<file path="src/rtl/counter_updown_param.sv">
// Parameterised up/down counter with a runtime modulus, wrap or saturate at the bounds,
// and load/clear controls. It has a registered wrap pulse and a sticky saturation flag.
module counter_updown_param #(
    parameter int unsigned COUNTER_WIDTH = 8,
    parameter int unsigned RESET_VALUE   = 0
) (
    input  logic                     clk,
    input  logic                     rst,
    input  logic                     clear,
    input  logic                     en,
    input  logic                     up_dn,
    input  logic                     sat_mode,
    input  logic                     load,
    input  logic [COUNTER_WIDTH-1:0] load_value,
    input  logic [COUNTER_WIDTH-1:0] max_value,
    output logic [COUNTER_WIDTH-1:0] count_out,
    output logic                     tc,
    output logic                     wrap_pulse,
    output logic                     sat_hit
);

    localparam int unsigned W = COUNTER_WIDTH;
    localparam logic [W-1:0] RST_VAL = W'(RESET_VALUE);

    logic         at_top;
    logic         at_bot;
    logic [W-1:0] count_nxt;
    logic         wrap_nxt;
    logic         sat_nxt;

    assign at_top = (count_out >= max_value);
    assign at_bot = (count_out == '0);

    // Terminal count is combinational; it looks ahead at the step about to be taken.
    assign tc = en & ((up_dn & at_top) | (~up_dn & at_bot));

    // Next-state selection in priority order: clear, load, step, hold.
    always_comb begin
        count_nxt = count_out;
        wrap_nxt  = 1'b0;
        sat_nxt   = sat_hit;
        if (clear) begin
            count_nxt = RST_VAL;
            sat_nxt   = 1'b0;
        end else if (load) begin
            count_nxt = (load_value > max_value) ? max_value : load_value;
        end else if (en) begin
            if (up_dn) begin
                if (!at_top) begin
                    count_nxt = count_out + W'(1);
                end else if (sat_mode) begin
                    count_nxt = max_value;
                    sat_nxt   = 1'b1;
                end else begin
                    count_nxt = '0;
                    wrap_nxt  = 1'b1;
                end
            end else begin
                // A value stranded above a shrunken bound snaps back onto the bound.
                if (count_out > max_value) begin
                    count_nxt = max_value;
                end else if (!at_bot) begin
                    count_nxt = count_out - W'(1);
                end else if (sat_mode) begin
                    sat_nxt = 1'b1;
                end else begin
                    count_nxt = max_value;
                    wrap_nxt  = 1'b1;
                end
            end
        end
    end

    // State register with synchronous reset.
    always_ff @(posedge clk) begin
        if (rst) begin
            count_out  <= RST_VAL;
            wrap_pulse <= 1'b0;
            sat_hit    <= 1'b0;
        end else begin
            count_out  <= count_nxt;
            wrap_pulse <= wrap_nxt;
            sat_hit    <= sat_nxt;
        end
    end

endmodule

</file>
<file path="config.mk">
export PLATFORM = sky130hd
export DESIGN_NAME = counter_updown_param
export DESIGN_NICKNAME = d
export VERILOG_FILES = /design/src/rtl/counter_updown_param.sv
export SDC_FILE = /design/constraint.sdc
export NUM_CORES = 1
export LEC_CHECK = 0
export ABC_AREA = 0
export BUFFER_PORTS_ARGS = -buffer_cell sky130_fd_sc_hd__buf_2
export CORE_MARGIN = 8
export CORE_UTILIZATION = 40
export DETAILED_ROUTE_END_ITERATION = 7
export PLACE_DENSITY_LB_ADDON = 0.3
export SYNTH_ARGS = -nofsm -noshare
export SYNTH_HDL_FRONTEND = slang
export SYNTH_SLANG_ARGS = --single-unit
</file>
<file path="constraint.sdc">
create_clock -name clk -period 4.3 [get_ports clk]
set_input_delay 0 -clock clk [delete_from_list [all_inputs] [get_ports clk]]
set_output_delay 0 -clock clk [all_outputs]
set_load 0.1 [all_outputs]
</file>
# Yosys cells after proc, flatten, opt, wreduce, memory -nomap -nowiden
# Index checks and enable logic that the tools add are counted.
dict set report word_totals {
  ramBits 0
  input_bits 23
  output_inout_bits 11
  mem_bits_ro 0
  latch_bits 0
  register_bits 10
  n_memories 0
}
dict set report op_classes {
  n_eq_ne 3
  mux 19
  add_sub_neg 2
  shifts 0
  div 0
  bitwise_logic 7
  order_cmp 3
  reduce_logical 7
  mul 0
}
# cell count
set op_table {}
lappend op_table {{8-bit 2-to-1 mux} 9}
lappend op_table {{8-bit > comparator} 2}
lappend op_table {{1-bit 2-to-1 mux} 10}
lappend op_table {{8-bit by 1-bit adder with 8-bit output, second input constant} 1}
lappend op_table {{8-bit greater-or-equal comparator} 1}
lappend op_table {{8-bit logical NOT} 1}
lappend op_table {{8-bit by 1-bit subtractor with 8-bit output, second input constant} 1}
lappend op_table {{5-bit by 4-bit != test with 1-bit output, second input constant} 1}
lappend op_table {{5-bit AND reduction} 1}
lappend op_table {{2-bit nonzero test} 2}
lappend op_table {{4-bit OR reduction} 1}
lappend op_table {{1-bit AND} 3}
lappend op_table {{1-bit inverter} 3}
lappend op_table {{2-bit by 1-bit != test with 1-bit output, second input constant} 1}
lappend op_table {{2-bit != test, second input constant} 1}
lappend op_table {{2-bit AND reduction} 1}
lappend op_table {{2-bit OR reduction} 1}
lappend op_table {{1-bit OR} 1}

# Longest topological paths before layout
dict set report depth {
  depth_word 6
  mapped_depth 11
}

# Worst setup path before layout
# OpenSTA, ideal clock, no wires.
dict set report synth_path {
  path_kind {reg2out}
  from {register count_out[0]}
  to {output port tc}
  setup_slack_ns 0.238
  path_stages_with_launch 11
  n_path_buf 2
  arrival_ns 4.062
  path_cell_list {dfxtp_1 clkbuf_1 inv_1 ha_1 nor2b_1 o211ai_1 a31oi_1 or2_2 clkbuf_1 a21oi_1 nor2b_1}
}
dict set report synth_between {
  elab_chain_cells 4
  word_cells_on_any_way 6
  cone_classes {order compare: 1; bitwise: 4; reduce/logical: 1}
}
# item line
set synth_lines {}
lappend synth_lines {{start: declaration} 16} ;# output logic [COUNTER_WIDTH-1:0] count_out,
lappend synth_lines {{start signal: assignment} 81} ;# count_out <= count_nxt;
lappend synth_lines {{8-bit greater-or-equal comparator / 8-bit logical NOT (equally long branches)} {31, 32}}
lappend synth_lines {{1-bit AND} 35} ;# assign tc = en & ((up_dn & at_top) | (~up_dn & at_bot));
lappend synth_lines {{1-bit OR (*)} 35}
lappend synth_lines {{1-bit AND (*)} 35}
lappend synth_lines {{end: declaration} 17} ;# output logic tc,
# Mark *: on every way between the ends. The rest lies on a longest branch, timed or not.

# Final worst setup path
# Same ends and word-level chain as after synthesis.

==> reports/results.ini <==
[floorplanning]
die-area_mm2 = 0.00590
core_mm2 = 0.00361
rows = 22
die_y_um = 76.8
die_w_um = 76.8
start_util_pct = 41.0
io_pins = 34

[route]
drtPass1Iterations = 4
drt-initial-drc-count = 69
vias = 1490
vias_per_cell = 5.69
wl_per_cell_um = 16.8
wl_mm = 4.40
ant_nets = 0
drcViolationCount = 0

[timing]
holdWs_ns = 0.114
max-slew-margin-rel_pct = 58.8
finalSetupViolations = 0
min_period_ns = 3.03
max_clock_freq_ghz = 0.330
clock_skew_ns = 0.00545
slew_viol_final = 0
fin_setup_tns_ns = 0
finalHoldViolCount = 0
finalCritPeriodShare_pct = 70.5
grt_setup_unrepaired = false
max_slew.worst_pin.slew_ns = 0.616
post-route-worst-setup-slack_ns = 1.27

[synth]
yosys_register_bits = 10
ys_warn_count = 0
syn_area_mm2 = 0.00148
synth_most_common_cell = nand2_1
yosysSeqAreaShare_pct = 13.5
async_reset_ff_share_pct = 0
synth_flop_cell = dfxtp_1
syn_inst = 189
synth_top_cells_by_area = ha_1, dfxtp_1, mux2i_1
synth_top_area_share_pct = 16.1
synth_enable_flop_cells = 0
synth_common_cells = nand2_1, ha_1, nor2_1
post_synth.cell_area_avg_um2 = 7.82
syn-num-nets = 231
synth_area_leader_cell = ha_1
ys_types = 41

[worst_setup_path]
crit_path_end_kind = primary output
rrSetupSlack_ns = 1.49
cpPeakStageDelay_ns = 0.59
cpMostUsedCell = nor2b_1
slowest_stage = dfxtp_1
crit_arrival_ns = 3.03
crit_path_max_fanout = 11
crit_type = register to primary output
required_ns = 4.30
critPathLaunchType = register
path_cells = inv_1, ha_1, nor2b_1, o211ai_1, a31oi_1, or2_2, a21oi_1, nor2b_1, buf_2

[layout]
fill_cells = 368
seq_area_um2 = 200
multiInputGateArea_mm2 = 0.00117
fin_nets = 257
n_antenna_cell = 0
fin_util_pct = 47.0
drive_above_1_share_pct = 23.8
area.growth.synth_to_final_pct = 14.7

[cts]
htreeDepth = 1
clkTransAtPathRegs_ns = 0.06
cts-root-buf = clkbuf_8
post-cts-setup-buffer-count = 0
clock-sinks = 10
cts_hold_buf = 0
clock_path_buffers = 2
cts_buffers = 3
insertion_delay_ns = 0.25
cts_tree = done
cts_resized = 0

[power_and_ir_drop]
p_leak_nw = 0.774
total_power_uw = 467
powerDensity_mw_per_mm2 = 276
peakVddDrop_mv = 0.117

[global_route]
grt_pass1_vias = 1517
antenna_found_initial = 0
grt_start_max_net_pins = 19
globalRoute.totalOverflow = 0
grtUsageTotal_pct = 15.0
grt_first_pass_wirelength_mm = 7.32

[placed_design]
io_buffers = 33
finalWeightedCongestion = 0.915
dpl_worst_slack_ns = 1.55
place_hpwl_mm = 3.32

[min_path]
min_path_type = primary input to register

[run]
drv_cap = 0

[run_status]
outcome = finished, final reports clean

-- power breakdown --
| group | leakage (nW) | switching [mW] | internal, mW |
|---|---|---|---|
| logic | 0.664 | 0.144 | 0.0852 |
| clock network | 0.0288 | 0.0455 | 0.0811 |
| registers | 0.0817 | 0.0141 | 0.0979 |
| total | 0.774 | 0.203 | 0.264 |
-- path summary, 6_finish.rpt --
kind,from,to,cells after the start
min,sat_mode,wrap_pulse$_SDFF_PP0_,2
max,count_out[0]$_SDFFE_PP0P_,tc,9
max reg2reg,count_out[0]$_SDFFE_PP0P_,count_out[4]$_SDFFE_PP0P_,9
min reg2reg,sat_hit$_SDFFE_PP0P_,sat_hit$_SDFFE_PP0P_,2
-- per-layer routing --
metal | GRT usage, % | wire length, um | up-vias
met5 | 0 | 0 | -
met4 | 6.15 | 87 | 0
met3 | 3.73 | 239 | 10
met2 | 24.5 | 1980 | 44
met1 | 18.1 | 2090 | 685
li1 | - | - | 751
-- cell usage in the layout (no fill, tap or decap), types with 2 or more instances in the layout --
cell type,Yosys,routed
buf_2,1,33
nand2_1,21,21
ha_1,19,19
nor2_1,14,14
inv_1,12,12
o211ai_1,11,11
mux2i_1,11,11
dfxtp_1,10,10
a21oi_1,8,8
a311oi_1,8,8
xor2_1,7,7
mux2_2,7,7
nand4_1,6,6
xnor2_1,5,5
clkbuf_8,0,4
nor2b_1,3,3
a31oi_1,3,3
o21ai_0,3,3
nand3_1,3,3
nor3_1,3,3
a22oi_1,3,3
or2_2,2,2
a21o_1,2,2
nor4_1,2,2
-- per-stage QoR --
step	instance area, um2	std cells
2_1_floorplan	1480	189
3_3_place_gp	1640	258
3_5_place_dp	1640	258
4_1_cts	1700	262
5_1_grt	1700	262
6_report	1700	262
-- registers in the layout, indices dropped and copies added (netlist names) --
signal and count:
count_out 8, wrap_pulse 1, sat_hit 1
-- critical path: cells and delay by family (launching register included) --
kind | cells | cell delay (ns)
adders and majority gates | 1 | 0.21
DFF | 1 | 0.59
and+or+nand+nor | 3 | 0.60
AOI/OAI and AO/OA | 3 | 0.76
buffers and inverters | 2 | 0.61
-- layout make-up --
cell class / count / area share (%)
repair buffers: 33 / 9.74
well taps: 48 / 3.54
flip-flops and latches: 10 / 11.8
multi-input cells: 155 / 69.0
clock buffers: 4 / 3.25
inverters: 12 / 2.66
-- cells by family (layout without fill, tap and decap cells) --
kind of cell / after synthesis / in the layout / synth area share (%)
buffers and inverters: 24 / 49 / 7.28
DFF: 10 / 10 / 13.5
xor gates and xnor gates: 12 / 12 / 7.11
and+or+nand+nor: 62 / 62 / 21.8
muxes: 18 / 18 / 12.8
adders and majority gates: 19 / 19 / 16.1
AOI/OAI and AO/OA: 44 / 44 / 21.4
(Power assumes the default switching activity.)
